[src/rtl/usr_pkg.sv]
// usr_pkg
//   Shared definitions for the universal shift register:
//   - operation-select encodings driven on the 3-bit mode input
//   - FSM state encoding for the burst engine
package usr_pkg;

   localparam logic [2:0] MODE_HOLD = 3'b000;
   localparam logic [2:0] MODE_SHL  = 3'b001;
   localparam logic [2:0] MODE_SHR  = 3'b010;
   localparam logic [2:0] MODE_LOAD = 3'b011;
   localparam logic [2:0] MODE_ROTL = 3'b100;
   localparam logic [2:0] MODE_ROTR = 3'b101;
   localparam logic [2:0] MODE_ASR  = 3'b110;
   localparam logic [2:0] MODE_RSVD = 3'b111;   // behaves as HOLD

   typedef enum logic {
      ST_IDLE  = 1'b0,
      ST_BURST = 1'b1
   } state_e;

endpackage

[src/rtl/usr_shift_unit.sv]
// usr_shift_unit
//   Purely combinational next-value generator for the shift register.
//   Ports:
//     q           in  WIDTH  current register contents
//     mode        in  3      operation select (usr_pkg MODE_*)
//     ser_in_lsb  in  1      bit shifted into bit 0 on SHL
//     ser_in_msb  in  1      bit shifted into bit WIDTH-1 on SHR
//     parallel_in in  WIDTH  value taken on LOAD
//     next_q      out WIDTH  register value after the operation
module usr_shift_unit
   import usr_pkg::*;
#(
   parameter int WIDTH = 8
) (
   input  logic [WIDTH-1:0] q,
   input  logic [2:0]       mode,
   input  logic             ser_in_lsb,
   input  logic             ser_in_msb,
   input  logic [WIDTH-1:0] parallel_in,
   output logic [WIDTH-1:0] next_q
);

   always_comb begin
      next_q = q;
      case (mode)
         MODE_SHL:  next_q = {q[WIDTH-2:0], ser_in_lsb};
         MODE_SHR:  next_q = {ser_in_msb, q[WIDTH-1:1]};
         MODE_LOAD: next_q = parallel_in;
         MODE_ROTL: next_q = {q[WIDTH-2:0], q[WIDTH-1]};
         MODE_ROTR: next_q = {q[0], q[WIDTH-1:1]};
         MODE_ASR:  next_q = {q[WIDTH-1], q[WIDTH-1:1]};
         default:   next_q = q;   // HOLD and reserved encoding
      endcase
   end

endmodule

[src/rtl/universal_shift_register_n.sv]
// universal_shift_register_n
//   WIDTH-bit universal shift register with a burst engine that repeats one
//   latched operation burst_len times, reporting busy and a one-cycle done.
//   Ports:
//     clk           in  1      rising-edge clock
//     reset         in  1      asynchronous active-low reset
//     en            in  1      single operation this cycle (IDLE only)
//     mode          in  3      operation select
//     ser_in_lsb    in  1      serial bit into LSB on SHL
//     ser_in_msb    in  1      serial bit into MSB on SHR
//     parallel_in   in  WIDTH  data for LOAD
//     burst_start   in  1      start a burst (priority over en)
//     burst_len     in  CNT_W  number of operations in the burst
//     parallel_out  out WIDTH  register contents
//     ser_out_msb   out 1      parallel_out[WIDTH-1]
//     ser_out_lsb   out 1      parallel_out[0]
//     busy          out 1      burst in progress
//     done          out 1      one-cycle pulse after the final burst op
module universal_shift_register_n
   import usr_pkg::*;
#(
   parameter int               WIDTH     = 8,
   parameter int               CNT_W     = 4,
   parameter logic [WIDTH-1:0] RESET_VAL = '0
) (
   input  logic             clk,
   input  logic             reset,
   input  logic             en,
   input  logic [2:0]       mode,
   input  logic             ser_in_lsb,
   input  logic             ser_in_msb,
   input  logic [WIDTH-1:0] parallel_in,
   input  logic             burst_start,
   input  logic [CNT_W-1:0] burst_len,
   output logic [WIDTH-1:0] parallel_out,
   output logic             ser_out_msb,
   output logic             ser_out_lsb,
   output logic             busy,
   output logic             done
);

   state_e           state_q, state_d;
   logic [CNT_W-1:0] cnt_q, cnt_d;
   logic [2:0]       mode_lat_q, mode_lat_d;
   logic [WIDTH-1:0] data_q, data_d;
   logic             busy_q, busy_d;
   logic             done_q, done_d;

   logic [2:0]       unit_mode;
   logic [WIDTH-1:0] shifted;

   // One shared shift unit: live mode in IDLE, latched mode during a burst.
   assign unit_mode = (state_q == ST_BURST) ? mode_lat_q : mode;

   usr_shift_unit #(.WIDTH(WIDTH)) u_shift (
      .q           (data_q),
      .mode        (unit_mode),
      .ser_in_lsb  (ser_in_lsb),
      .ser_in_msb  (ser_in_msb),
      .parallel_in (parallel_in),
      .next_q      (shifted)
   );

   always_comb begin
      state_d    = state_q;
      cnt_d      = cnt_q;
      mode_lat_d = mode_lat_q;
      data_d     = data_q;
      busy_d     = busy_q;
      done_d     = 1'b0;
      case (state_q)
         ST_IDLE: begin
            if (burst_start) begin
               if (burst_len == '0) begin
                  done_d = 1'b1;
               end else begin
                  // First op of the burst happens at the accepting edge;
                  // cnt holds the number of ops still to come.
                  mode_lat_d = mode;
                  data_d     = shifted;
                  cnt_d      = burst_len - CNT_W'(1);
                  if (burst_len == CNT_W'(1)) begin
                     done_d = 1'b1;
                  end else begin
                     state_d = ST_BURST;
                     busy_d  = 1'b1;
                  end
               end
            end else if (en) begin
               data_d = shifted;
            end
         end
         ST_BURST: begin
            data_d = shifted;
            if (cnt_q == CNT_W'(1)) begin
               cnt_d   = '0;
               state_d = ST_IDLE;
               busy_d  = 1'b0;
               done_d  = 1'b1;
            end else begin
               cnt_d = cnt_q - CNT_W'(1);
            end
         end
         default: begin
            state_d = ST_IDLE;
            busy_d  = 1'b0;
         end
      endcase
   end

   always_ff @(posedge clk or negedge reset) begin
      if (!reset) begin
         state_q    <= ST_IDLE;
         cnt_q      <= '0;
         mode_lat_q <= MODE_HOLD;
         data_q     <= RESET_VAL;
         busy_q     <= 1'b0;
         done_q     <= 1'b0;
      end else begin
         state_q    <= state_d;
         cnt_q      <= cnt_d;
         mode_lat_q <= mode_lat_d;
         data_q     <= data_d;
         busy_q     <= busy_d;
         done_q     <= done_d;
      end
   end

   assign parallel_out = data_q;
   assign ser_out_msb  = data_q[WIDTH-1];
   assign ser_out_lsb  = data_q[0];
   assign busy         = busy_q;
   assign done         = done_q;

endmodule

[config.mk]
export PLATFORM = sky130hd
export DESIGN_NAME = universal_shift_register_n
export DESIGN_NICKNAME = d
export VERILOG_FILES = /design/src/rtl/usr_pkg.sv /design/src/rtl/usr_shift_unit.sv /design/src/rtl/universal_shift_register_n.sv
export SDC_FILE = /design/constraint.sdc
export NUM_CORES = 1
export LEC_CHECK = 0
export ABC_AREA = 0
export ABC_CLOCK_PERIOD_IN_PS = 2700
export BUFFER_PORTS_ARGS = -buffer_cell sky130_fd_sc_hd__buf_4
export CORE_UTILIZATION = 53
export DETAILED_ROUTE_END_ITERATION = 6
export PLACE_DENSITY = 0.84
export SYNTH_ARGS = -nofsm -noshare
export SYNTH_HDL_FRONTEND = slang
export SYNTH_SLANG_ARGS = --single-unit
[constraint.sdc]
create_clock -name clk -period 2.7 [get_ports clk]
set_clock_uncertainty 0.15 [all_clocks]
set_input_delay 0 -clock clk [delete_from_list [all_inputs] [get_ports clk]]
set_output_delay 0 -clock clk [all_outputs]
set_load 0.02 [all_outputs]
# == Word-level counts from Yosys, hierarchy flattened ==
# Cells that the tools add are included.
# totals
regBits,18
inputBits,21
output_inout_bits,12
elab_cells,54
# classes
n_addsub,2
n_eq_ne,14
n_mux,25
n_bitwise,2
reduce_logical,5
# op_table
op,count
case mux 8 bit (6 select lines),1
two-way mux 8 bit,3
case mux 8 bit (2 select lines),1
two-way mux 1 bit,12
two-way mux 4 bit,3
== test 3 bit (second input constant),3
== test 4 x 1 -> 1 bit (second input constant),2
case mux 4 bit (2 select lines),1
subtractor 4 x 1 -> 4 bit (second input constant),2
== test 3 x 2 -> 1 bit (second input constant),2
!= test 2 bit (second input constant),3
!= test 3 bit (second input constant),2
case mux 1 bit (2 select lines),3
logical NOT 4 bit,1
AND reduction 2 bit,2
AND reduction 4 bit,1
== test 3 x 1 -> 1 bit (second input constant),1
two-way mux 3 bit,1
AND reduction 3 bit,1
!= test 2 x 1 -> 1 bit (second input constant),1
NOT 1 bit,2

# == Depth between registers and ports, before layout ==
# Gate-level depths: netlist of run 1.
# depth
ltp_word,6
mapped_depth,7
mapped_depth_nobuf,6

# == Cells and area by module ==
# A second synthesis of run 1 with hierarchy kept.
# hier_totals
hier_cells,165
hier_area_um2,1559.0
# modules_own_cells
mod,instances,cells_each,area_each_um2,seq_area_each_um2
universal_shift_register_n,1,77,973.4,450.4
usr_shift_unit,1,88,585.6,0.0

# == Worst setup path before layout of run 1 ==
# No wires, ideal clock.
# synth_path
kind,reg2reg
start,reg state_q
end,"reg data_q[0], in the netlist parallel_out[0]"
setup_ps,136
arrival_ps,1718
t_required_ps,2414
slack_ps,696
stages_incl_launch_ff,8
n_path_buf,3
period_less_slack_ps,2004
cell_sequence,dfrtp_1 > buf_6 > buf_6 > mux2_4 > nor3_2 > or3_1 > buf_6 > o41ai_2
# synth_via
elab_chain_len,6
elab_cells_between_ends,16
classes_between,eq/ne: 8; mux: 6; bitwise: 1; reduce/logical: 1
# synth_lines
element,line,text
start: declaration,universal_shift_register_n.sv:42,"state_e state_q, state_d;"
start signal: assignment,universal_shift_register_n.sv:120,state_q <= state_d;
two-way mux 3 bit,universal_shift_register_n.sv:53,assign unit_mode = (state_q == ST_BURST) ? mode_lat_q : mode;
"== test 3 bit, or another cell as far along",usr_shift_unit.sv:25,case (mode)
case mux 8 bit (6 select lines),usr_shift_unit.sv:25,
two-way mux 8 bit (on tied branches),"universal_shift_register_n.sv:89, universal_shift_register_n.sv:74",
two-way mux 8 bit,universal_shift_register_n.sv:73,if (burst_start) begin
case mux 8 bit (2 select lines),universal_shift_register_n.sv:71,case (state_q)
end signal: assignment,universal_shift_register_n.sv:123,data_q <= data_d;
end: declaration,universal_shift_register_n.sv:45,"logic [WIDTH-1:0] data_q, data_d;"
# Several ways; a longest one is shown, not always the timed one. The select of a mux whose other input is x is not followed.
# A chain may end at the register's enable or synchronous reset.

# == Final worst setup path of run 1 ==
# layout_path
start,reg state_q
end,"reg data_q[1], in the netlist parallel_out[1]"
# The elaborated chain is that of the path after synthesis.

==> results.tsv, run 1 <==
stage	metric	value	unit
global_route	grt_pass1_wl	5730	µm
power_and_ir_drop	p_leak	0.842	nW
yosys	synth.distinct_cells	39	
sta	worst_hold_slack	0.952	ps
sta	fin_crit	2380	ps
clocking	cts_resized	0	
sta	setup_ws	323	ps
global_route	grt_max_degree	19	
job	cap_violations	0	
global_route	grt_pass1_vias	1275	
yosys	synthCells	143	
global_route	grt.busiest_layer	met2	
sta	worst_pin_slew	851	ps
die	rows	17	
yosys	synthTopCellsByCount	18 x dfrtp_1, 18 x nand2_1, 12 x nor2_1	
placement	port_buffers	32	
detailed_routing	dr.pass1.iters	4	
clocking	cts.path.max_buffers	2	
clocking	clk_latency	290	ps
die	pin_count	33	
hold_path	min_path_type	in2reg	
global_route	grt.met3_usage	0.0493	
sta	rsz0062_at_grt	false	
power_and_ir_drop	ir_drop	798	µV
cells_and_area	fin_area	0.00179	mm²
sta	maxSlewViolCount	0	
die	die-width	52.4	µm
detailed_routing	drt_iter0_drc	29	
placement	hpwl	2440	µm
die	die_y	52.4	µm
power_and_ir_drop	p_int	1.13	mW
status	status	completed	
clocking	clock-sinks	18	
cells_and_area	layout-drive-gt1-share	0.301	
clocking	cts_tree	built	
placement	place_congestion	0.930	
yosys	syn_area	0.00135	mm²
worst_setup_path	end_kind	register	
yosys	yosysSeqAreaShare	0.334	
worst_setup_path	cp-start-kind	register	
sta	fmax	421	MHz
yosys	synth-seq-cells	18	
power_and_ir_drop	p_comb_frac	0.667	
clocking	h-tree-depth	1	
global_route	grt_usage	0.289	
sta	finalSetupViolCount	0	
detailed_routing	totalWireLength	3550	µm
power_and_ir_drop	switching_share	0.478	
detailed_routing	vias	1311	
worst_setup_path	cp_slowest_cell	dfrtp_1	
yosys	synth.avg_cell_area	9.43	µm²
placement	dp_cells	201	
placement	place_area	0.00160	mm²
cells_and_area	n_antenna_cell	0	
yosys	syn-num-nets	168	
placement	dp_slack	367	ps
detailed_routing	drc	0	
clocking	cts.clk_slew.worst_paths	110	ps
power_and_ir_drop	power_frac_clock	0.063	
worst_setup_path	crit_path_max_incr_delay	570	ps
sta	tns	0	ps
global_route	grtUsageMet2	0.504	
worst_setup_path	required	2740	ps
yosys	synth_top_cell_area_share	0.334	
detailed_routing	via_per_inst	5.93	
global_route	antenna_found_initial	0	
worst_setup_path	crit_chain	mux2i_4 -> nor3_2 -> or3_1 -> o41ai_2	
worst_setup_path	cp_max_fo	10	
yosys	ys.warnings.count	0	
sta	hold_viol_final	0	
clocking	cts_hold_buf	17	
cells_and_area	fin_nets	220	
global_route	grtUsageMet1	0.335	
cells_and_area	area_delta_synth_final	32.9	%
worst_setup_path	critical_path_class	reg2reg	
yosys	yosys-top-cells-area	dfrtp_1 33%, o41ai_2 7.2%, nand2_1 5.0%	
yosys	async_reset_ff_frac	1.00	
yosys	synth.largest_area_cell	dfrtp_1	
clocking	cts_setup_buffers	0	
clocking	root_buffer	clkbuf_4	
die	dieArea	0.00275	mm²
cells_and_area	stdcell_count	221	
yosys	ys.flop_type	dfrtp_1	
clocking	cts-buffers-inserted	3	
detailed_routing	drtAntennaViolNets	0	
cells_and_area	fillers	156	
detailed_routing	avgRoutedWirePerCell	16.0	µm
worst_setup_path	cp_data_arrival_time	2420	ps
power_and_ir_drop	p_per_area	1200	mW/mm²
power_and_ir_drop	pwr-share-seq	0.270	
sta	relSlewSlack	0.431	
power_and_ir_drop	switchingPower	1.03	mW
yosys	synth-edff-count	0	
global_route	grt_overflow	0	
die	start_util	0.587	
die	coreArea	0.00230	mm²
sta	period_share	0.881	
## cells in the final DEF, fill, tap and decap left out, types with 3 or more instances in the layout
cell type      Yosys  routed
inv_1              9       9
nand2_1           18      18
nor3_1             4       4
ha_1               4       4
and3_1             6       6
buf_4              2      36
clkbuf_4           0       3
dlygate4sd3_1      0      17
dfrtp_1           18      18
o41ai_2            6       6
o21ai_0            6       6
a21oi_1            9       9
nand3_1            3       3
mux2_2             4       4
nor2_1            12      12
mux2i_1            3       3
o31ai_1            7       7
## state kept, by name, indices dropped and copies added (netlist names)
signal and count:
parallel_out 8, cnt_q 4, mode_lat_q 3, busy 1, done 1, state_q 1
## stage by stage
step                      power, mW  utilization
after global placement         1.93        0.697
after detailed placement       1.99        0.697
after global routing           2.31        0.781
after CTS                      2.14        0.781
final                          2.16        0.781
after floorplan                1.64            -
## power groups by stage
stage	Combinational, mW	Clock (mW)	Sequential (mW)
2_1_floorplan	1.02	0	0.620
3_3_place_gp	1.35	0	0.579
3_5_place_dp	1.40	0	0.584
4_1_cts	1.42	0.139	0.577
5_1_grt	1.56	0.153	0.601
6_report	1.44	0.137	0.582
## critical path, delay by kind of cell, from the launching register on
family	cells	cell delay [ps]
flip-flops	1	570
multiplexers	1	470
AND/OR/NAND/NOR	2	680
AO/OA/AOI/OAI	1	400
## kinds of logic after synthesis
group           Yosys count  share of synthesized area
compound gates           39                      0.237
xor+xnor                  2                     0.0130
fa+ha+maj                 4                     0.0371
buf+inv                  15                     0.0649
flops                    18                      0.334
mux                      12                      0.122
simple gates             53                      0.192
## cell type report
class	instances	area, µm²	share of cell area
tap	28	35.0	0.0195
timing repair buffer	53	440	0.246
multi-input combinational	110	811	0.452
clock buffer	3	22.5	0.0126
sequential	18	450	0.251
inverter	9	33.8	0.0188
## final timing paths
| path | start | end | slack, ps | cells past startpoint |
|---|---|---|---|---|
| setup reg to reg | state_q$_DFF_PN0_ | parallel_out[1]$_DFFE_PN0P_ | 320 | 4 |
| max in group asynchronous | reset | parallel_out[2]$_DFFE_PN0P_ | 1150 | 3 |
| hold reg to reg | cnt_q[1]$_DFFE_PN0P_ | cnt_q[1]$_DFFE_PN0P_ | 350 | 2 |
| min in group asynchronous | reset | parallel_out[7]$_DFFE_PN0P_ | 730 | 3 |
| setup / recovery | state_q$_DFF_PN0_ | parallel_out[1]$_DFFE_PN0P_ | 320 | 4 |
| hold / removal | burst_len[0] | cnt_q[0]$_DFFE_PN0P_ | 1 | 4 |
## layer usage
metal  share of wire  vias to the layer above
li1                -                      629
met2            0.52                       52
met5               0                        -
met4           0.026                        0
met1            0.41                      618
met3           0.053                       12
Note: power is estimated with default switching activity, not from simulation.
==> inputs of run 2 (changes only) <==
--- a/config.mk
+++ b/config.mk
@@ -8,9 +8,10 @@
 export ABC_AREA = 0
 export ABC_CLOCK_PERIOD_IN_PS = 2700
 export BUFFER_PORTS_ARGS = -buffer_cell sky130_fd_sc_hd__buf_4
-export CORE_UTILIZATION = 53
+export CORE_UTILIZATION = 54
 export DETAILED_ROUTE_END_ITERATION = 6
 export PLACE_DENSITY = 0.84
 export SYNTH_ARGS = -nofsm -noshare
 export SYNTH_HDL_FRONTEND = slang
+export SYNTH_HIERARCHICAL = 1
 export SYNTH_SLANG_ARGS = --single-unit
==> results.tsv, run 2 <==
stage	metric	value	unit	change
clocking	h-tree-depth	1		unchanged
sta	hold_viol_final	0		unchanged
worst_setup_path	critical_path_class	reg2reg		
detailed_routing	vias	1343		+2.4%
clocking	cts.path.max_buffers	2		unchanged
clocking	clock-sinks	18		unchanged
yosys	syn-num-nets	190		+13%
yosys	syn_area	0.00156	mm²	+16%
global_route	grt_usage	0.239		-0.0492
die	rows	19		+2
die	start_util	0.570		-0.0169
yosys	async_reset_ff_frac	1.00		unchanged
die	coreArea	0.00273	mm²	+19%
power_and_ir_drop	ir_drop	909	µV	+14%
sta	relSlewSlack	0.426		-0.00442
cells_and_area	area_delta_synth_final	20.9	%	
cells_and_area	fin_area	0.00189	mm²	+5.2%
power_and_ir_drop	p_per_area	1260	mW/mm²	+4.6%
sta	fin_crit	2530	ps	+150 ps
detailed_routing	drtAntennaViolNets	0		unchanged
detailed_routing	avgRoutedWirePerCell	15.6	µm	-2.4%
worst_setup_path	cp_max_fo	36		+26
worst_setup_path	end_kind	register		
worst_setup_path	required	2740	ps	about the same
yosys	yosysSeqAreaShare	0.289		-0.0450
global_route	grt_max_degree	37		+18
global_route	grt_overflow	0		unchanged
die	die-width	55.7	µm	+6.3%
worst_setup_path	cp_data_arrival_time	2570	ps	+150 ps
detailed_routing	drt_iter0_drc	43		+48%
sta	finalSetupViolCount	0		unchanged
power_and_ir_drop	p_leak	0.825	nW	-2.0%
yosys	synth.largest_area_cell	dfrtp_1		
worst_setup_path	crit_chain	mux2_2 -> nor2b_1 -> nor2_1 -> a211oi_1 -> a2111oi_2 -> mux2_4		
placement	hpwl	2550	µm	+4.4%
cells_and_area	final_common_cell	buf_4		
detailed_routing	totalWireLength	3600	µm	+1.5%
clocking	clk_latency	290	ps	about the same
detailed_routing	dr.pass1.iters	4		unchanged
clocking	cts_resized	0		unchanged
placement	port_buffers	32		unchanged
yosys	synth-seq-cells	18		unchanged
clocking	cts-buffers-inserted	3		unchanged
job	cap_violations	0		unchanged
global_route	grt_pass1_vias	1271		-0.31%
die	dieArea	0.00311	mm²	+13%
placement	place_area	0.00175	mm²	+9.3%
worst_setup_path	cp_slowest_cell	mux2_2		
global_route	grt_pass1_wl	5930	µm	+3.5%
yosys	synth.distinct_cells	46		+18%
sta	fmax	396	MHz	-5.9%
sta	period_share	0.936		+0.0556
yosys	yosys-top-cells-area	dfrtp_1 29%, mux2_4 7.7%, mux2_2 5.8%		
detailed_routing	drc	0		unchanged
die	die_y	55.7	µm	+6.3%
clocking	cts_tree	built		
yosys	ys.flop_type	dfrtp_1		
yosys	synth.avg_cell_area	9.45	µm²	+0.17%
clocking	root_buffer	clkbuf_4		
die	pin_count	33		unchanged
yosys	ys.warnings.count	6		+6
sta	worst_pin_slew	858	ps	+6.60 ps
placement	place_congestion	0.818		-12%
cells_and_area	layout-drive-gt1-share	0.327		+0.0261
cells_and_area	fin_nets	225		+2.3%
clocking	cts.clk_slew.worst_paths	110	ps	about the same
cells_and_area	largest_reg_flops	8		unchanged
sta	tns	0	ps	unchanged
yosys	synth-edff-count	0		unchanged
hold_path	min_path_type	in2reg		
sta	maxSlewViolCount	0		unchanged
status	status	completed		
worst_setup_path	crit_path_max_incr_delay	610	ps	+40 ps
cells_and_area	n_antenna_cell	0		unchanged
sta	rsz0062_at_grt	false		
global_route	antenna_found_initial	0		unchanged
cells_and_area	final_cell_mix	34 x buf_4, 18 x nor2_1, 18 x dfrtp_1, 10 x dlygate4sd3_1, 9 x inv_1		
yosys	synthTopCellsByCount	18 x dfrtp_1, 18 x nor2_1, 9 x inv_1		
yosys	synth_top_cell_area_share	0.289		-0.0450
yosys	synthCells	165		+15%
worst_setup_path	cp-start-kind	register		
detailed_routing	via_per_inst	5.84		-1.6%
run 2: cell type report:
class | instances | area, µm²
multi-input cells | 124 | 971
fillers | 213 | 848
inverters | 9 | 33.8
flip-flops and latches | 18 | 450
well taps | 31 | 38.8
repair buffers | 44 | 355
clock buffers | 4 | 36.3
run 2: critical path: cells and delay by family (launching register included):
| kind | cells | cell delay, ps |
|---|---|---|
| AO/OA/AOI/OAI | 2 | 420 |
| flip-flops | 1 | 580 |
| multiplexers | 2 | 900 |
| AND/OR/NAND/NOR | 2 | 380 |
run 2: report_power, final:
| part | internal (mW) | switching (mW) | total, mW |
|---|---|---|---|
| registers | 0.408 | 0.180 | 0.588 |
| logic | 0.824 | 0.793 | 1.62 |
| clock network | 0.0821 | 0.0886 | 0.171 |
run 2: what timing repair did:
item,in CTS,in global routing
hold buffers,10,0
hold endpoints to repair,26,0
setup buffers,0,0
run 2: through the flow:
| stage | instances | worst slack [ps] | total power [mW] | hold WS (ps) | util |
|---|---|---|---|---|---|
| floorplan | 165 | 472 | 1.90 | -446 | - |
| global placement | 216 | 330 | 2.11 | -263 | 0.640 |
| detailed placement | 216 | 190 | 2.18 | -262 | 0.640 |
| CTS | 230 | 186 | 2.37 | 0.136 | 0.690 |
| global route | 230 | 10.4 | 2.55 | 30.3 | 0.690 |
| finish | 230 | 172 | 2.38 | 5.72 | 0.690 |
run 2: cell families after synthesis:
group                    synth area share
AND/OR/NAND/NOR                     0.196
AO/OA/AOI/OAI                       0.222
buffers and inverters              0.0883
multiplexers                        0.162
flip-flops                          0.289
adder cells (fa/ha/maj)            0.0321
XOR/XNOR                           0.0112
run 2: worst paths after layout:
| kind | from | to | slack [ps] | cells past startpoint |
|---|---|---|---|---|
| max | state_q$_DFF_PN0_ | parallel_out[4]$_DFFE_PN0P_ | 170 | 6 |
| min in group asynchronous | reset | cnt_q[2]$_DFFE_PN0P_ | 740 | 3 |
| min reg2reg | busy$_DFFE_PN0P_ | busy$_DFFE_PN0P_ | 370 | 1 |
| max reg2reg | state_q$_DFF_PN0_ | parallel_out[4]$_DFFE_PN0P_ | 170 | 6 |
| max in group asynchronous | reset | state_q$_DFF_PN0_ | 1140 | 3 |
| min | burst_len[2] | state_q$_DFF_PN0_ | 6 | 4 |
run 2: layer usage:
| layer | share of wire | global-route usage | vias up |
|---|---|---|---|
| met3 | 0.023 | 0.0209 | 4 |
| li1 | - | - | 674 |
| met1 | 0.49 | 0.324 | 639 |
| met5 | 0 | 0 | - |
| met2 | 0.47 | 0.399 | 26 |
| met4 | 0.0094 | 0.0857 | 0 |
==> inputs of run 3 (changes only) <==
--- a/config.mk
+++ b/config.mk
@@ -8,10 +8,9 @@
 export ABC_AREA = 0
 export ABC_CLOCK_PERIOD_IN_PS = 2700
 export BUFFER_PORTS_ARGS = -buffer_cell sky130_fd_sc_hd__buf_4
-export CORE_UTILIZATION = 54
+export CORE_UTILIZATION = 50
 export DETAILED_ROUTE_END_ITERATION = 6
-export PLACE_DENSITY = 0.84
+export PLACE_DENSITY = 0.8
 export SYNTH_ARGS = -nofsm -noshare
 export SYNTH_HDL_FRONTEND = slang
-export SYNTH_HIERARCHICAL = 1
 export SYNTH_SLANG_ARGS = --single-unit
==> results.tsv, run 3 (synthesized netlist as in run 1, its figures left out) <==
stage	metric	value	unit	change
worst_setup_path	cp_data_arrival_time	2450	ps	-120 ps
clocking	h-tree-depth	1		unchanged
power_and_ir_drop	switchingPower	1.01	mW	-4.5%
power_and_ir_drop	switching_share	0.462		+0.0156
sta	worst_hold_slack	10.8	ps	+5.03 ps
cells_and_area	area_delta_synth_final	35.3	%	
sta	maxSlewViolCount	0		unchanged
die	dieArea	0.00291	mm²	-6.3%
clocking	clk_latency	290	ps	about the same
clocking	cts-buffers-inserted	3		unchanged
placement	place_congestion	0.917		+12%
clocking	cts_hold_buf	17		+7
power_and_ir_drop	p_int	1.18	mW	-10%
detailed_routing	met2_length	1780	µm	+4.4%
sta	fin_crit	2400	ps	-124 ps
clocking	cts.path.max_buffers	2		unchanged
worst_setup_path	cp_slowest_cell	dfrtp_1		
detailed_routing	drt_iter0_drc	33		-23%
worst_setup_path	crit_path_max_incr_delay	780	ps	+170 ps
clocking	cts_resized	0		unchanged
detailed_routing	vias	1304		-2.9%
hold_path	min_path_type	in2reg		
detailed_routing	met3_length	137	µm	+63%
clocking	cts_setup_buffers	0		unchanged
sta	rsz0062_at_grt	false		
global_route	grt_pass1_vias	1252		-1.5%
cells_and_area	final_cell_mix	38 x buf_4, 18 x nand2_1, 18 x dfrtp_1, 17 x dlygate4sd3_1, 12 x nor2_1		
detailed_routing	maxUsedRoutingLayer	met4		
detailed_routing	avgRoutedWirePerCell	14.7	µm	-5.9%
global_route	grt_pass1_wl	5440	µm	-8.3%
cells_and_area	utilization	0.723		+0.0335
worst_setup_path	required	2740	ps	about the same
die	rows	18		-1
cells_and_area	n_antenna_cell	0		unchanged
worst_setup_path	end_kind	register		
worst_setup_path	cp_max_fo	14		-61%
sta	worst_pin_slew	861	ps	+3.32 ps
die	die-width	53.9	µm	-3.2%
placement	place_area	0.00162	mm²	-7.5%
sta	fmax	416	MHz	+5.1%
worst_setup_path	cp-start-kind	register		
worst_setup_path	crit_chain	mux2i_4 -> nor3_2 -> or3_1 -> o41ai_2		
power_and_ir_drop	p_per_area	1200	mW/mm²	-4.6%
job	cap_violations	0		unchanged
die	die_y	53.9	µm	-3.2%
cells_and_area	fin_nets	222		-1.3%
global_route	grt_overflow	0		unchanged
clocking	cts_tree	built		
sta	hold_viol_final	0		unchanged
detailed_routing	totalWireLength	3330	µm	-7.5%
placement	dp_cells	205		-5.1%
sta	tns	0	ps	unchanged
cells_and_area	largest_reg_flops	8		unchanged
detailed_routing	m1WireLength	1350	µm	-24%
sta	relSlewSlack	0.424		-0.00222
power_and_ir_drop	power_frac_clock	0.076		+0.004
cells_and_area	layout-drive-gt1-share	0.311		-0.0154
cells_and_area	fin_area	0.00182	mm²	-3.3%
power_and_ir_drop	ir_drop	803	µV	-12%
power_and_ir_drop	p_comb_frac	0.648		-0.033
global_route	grt_max_degree	19		-49%
worst_setup_path	critical_path_class	reg2reg		
cells_and_area	fillers	199		-6.6%
cells_and_area	stdcell_count	226		-1.7%
clocking	clock-sinks	18		unchanged
power_and_ir_drop	pwr-share-seq	0.275		+0.027
power_and_ir_drop	p_leak	0.859	nW	+4.0%
cells_and_area	final_common_cell	buf_4		
sta	period_share	0.890		-0.0458
die	coreArea	0.00252	mm²	-7.7%
placement	hpwl	2420	µm	-5.0%
detailed_routing	drc	0		unchanged
die	start_util	0.535		-0.0355
status	status	completed		
detailed_routing	via_per_inst	5.77		-1.2%
global_route	antenna_found_initial	0		unchanged
detailed_routing	dr.pass1.iters	4		unchanged
placement	port_buffers	32		unchanged
sta	finalSetupViolCount	0		unchanged
global_route	grt_usage	0.262		+0.0229
clocking	cts.clk_slew.worst_paths	110	ps	about the same
die	pin_count	33		unchanged
clocking	root_buffer	clkbuf_4		
detailed_routing	drtAntennaViolNets	0		unchanged
-- run 3: cell count changes in the layout (fill, tap and decap cells not counted), moves of 4 or more --
cell           before  now
a211oi_1            7    0
a21oi_1             5    9
and3_1              2    6
buf_4              34   38
dlygate4sd3_1      10   17
mux2_2              8    4
mux2_4              8    2
nand2_1             4   18
nor2_1             18   12
nor2b_1             6    2
nor3b_1             5    1
o31ai_1             0    7
o41ai_2             0    6
-- run 3: per-layer routing --
metal / vias up / global-route usage
met4: 0 / 0.0965
met5: - / 0
li1: 631 / -
met2: 47 / 0.467
met1: 620 / 0.318
met3: 6 / 0.0339
-- run 3: cell type report --
| cell class | instances | area [µm²] | area share |
|---|---|---|---|
| multi-input combinational | 110 | 811 | 0.444 |
| timing repair buffer | 55 | 455 | 0.250 |
| sequential | 18 | 450 | 0.247 |
| tap | 30 | 37.5 | 0.0206 |
| clock buffer | 4 | 36.3 | 0.0199 |
| inverter | 9 | 33.8 | 0.0185 |
-- run 3: final timing paths --
kind,startpoint,to,slack (ps),cells past startpoint
worst max-delay path,state_q$_DFF_PN0_,parallel_out[1]$_DFFE_PN0P_,300,4
worst min-delay path,burst_len[1],cnt_q[1]$_DFFE_PN0P_,10,4
max in group asynchronous,reset,cnt_q[1]$_DFFE_PN0P_,1130,3
worst max register to register,state_q$_DFF_PN0_,parallel_out[1]$_DFFE_PN0P_,300,4
worst min register to register,busy$_DFFE_PN0P_,busy$_DFFE_PN0P_,350,2
min in group asynchronous,reset,parallel_out[1]$_DFFE_PN0P_,730,3
-- run 3: per-stage QoR --
stage / setup WS (ps) / power, mW
5_1_grt: 147 / 2.37
3_5_place_dp: 320 / 2.01
2_1_floorplan: 696 / 1.64
6_report: 296 / 2.19
3_3_place_gp: 432 / 1.96
4_1_cts: 297 / 2.20
-- run 3: power groups by stage --
stage | clock [mW] | combinational [mW] | sequential, mW
detailed placement | 0 | 1.40 | 0.604
global placement | 0 | 1.37 | 0.598
floorplan | 0 | 1.02 | 0.620
global route | 0.184 | 1.56 | 0.626
finish | 0.168 | 1.42 | 0.603
CTS | 0.174 | 1.42 | 0.600
-- run 3: worst max-delay path, delay by kind of cell, from the launching register on --
family / cells / cell delay (ps)
AOI/OAI and AO/OA: 1 / 400
DFF: 1 / 780
muxes: 1 / 360
and+or+nand+nor: 2 / 610
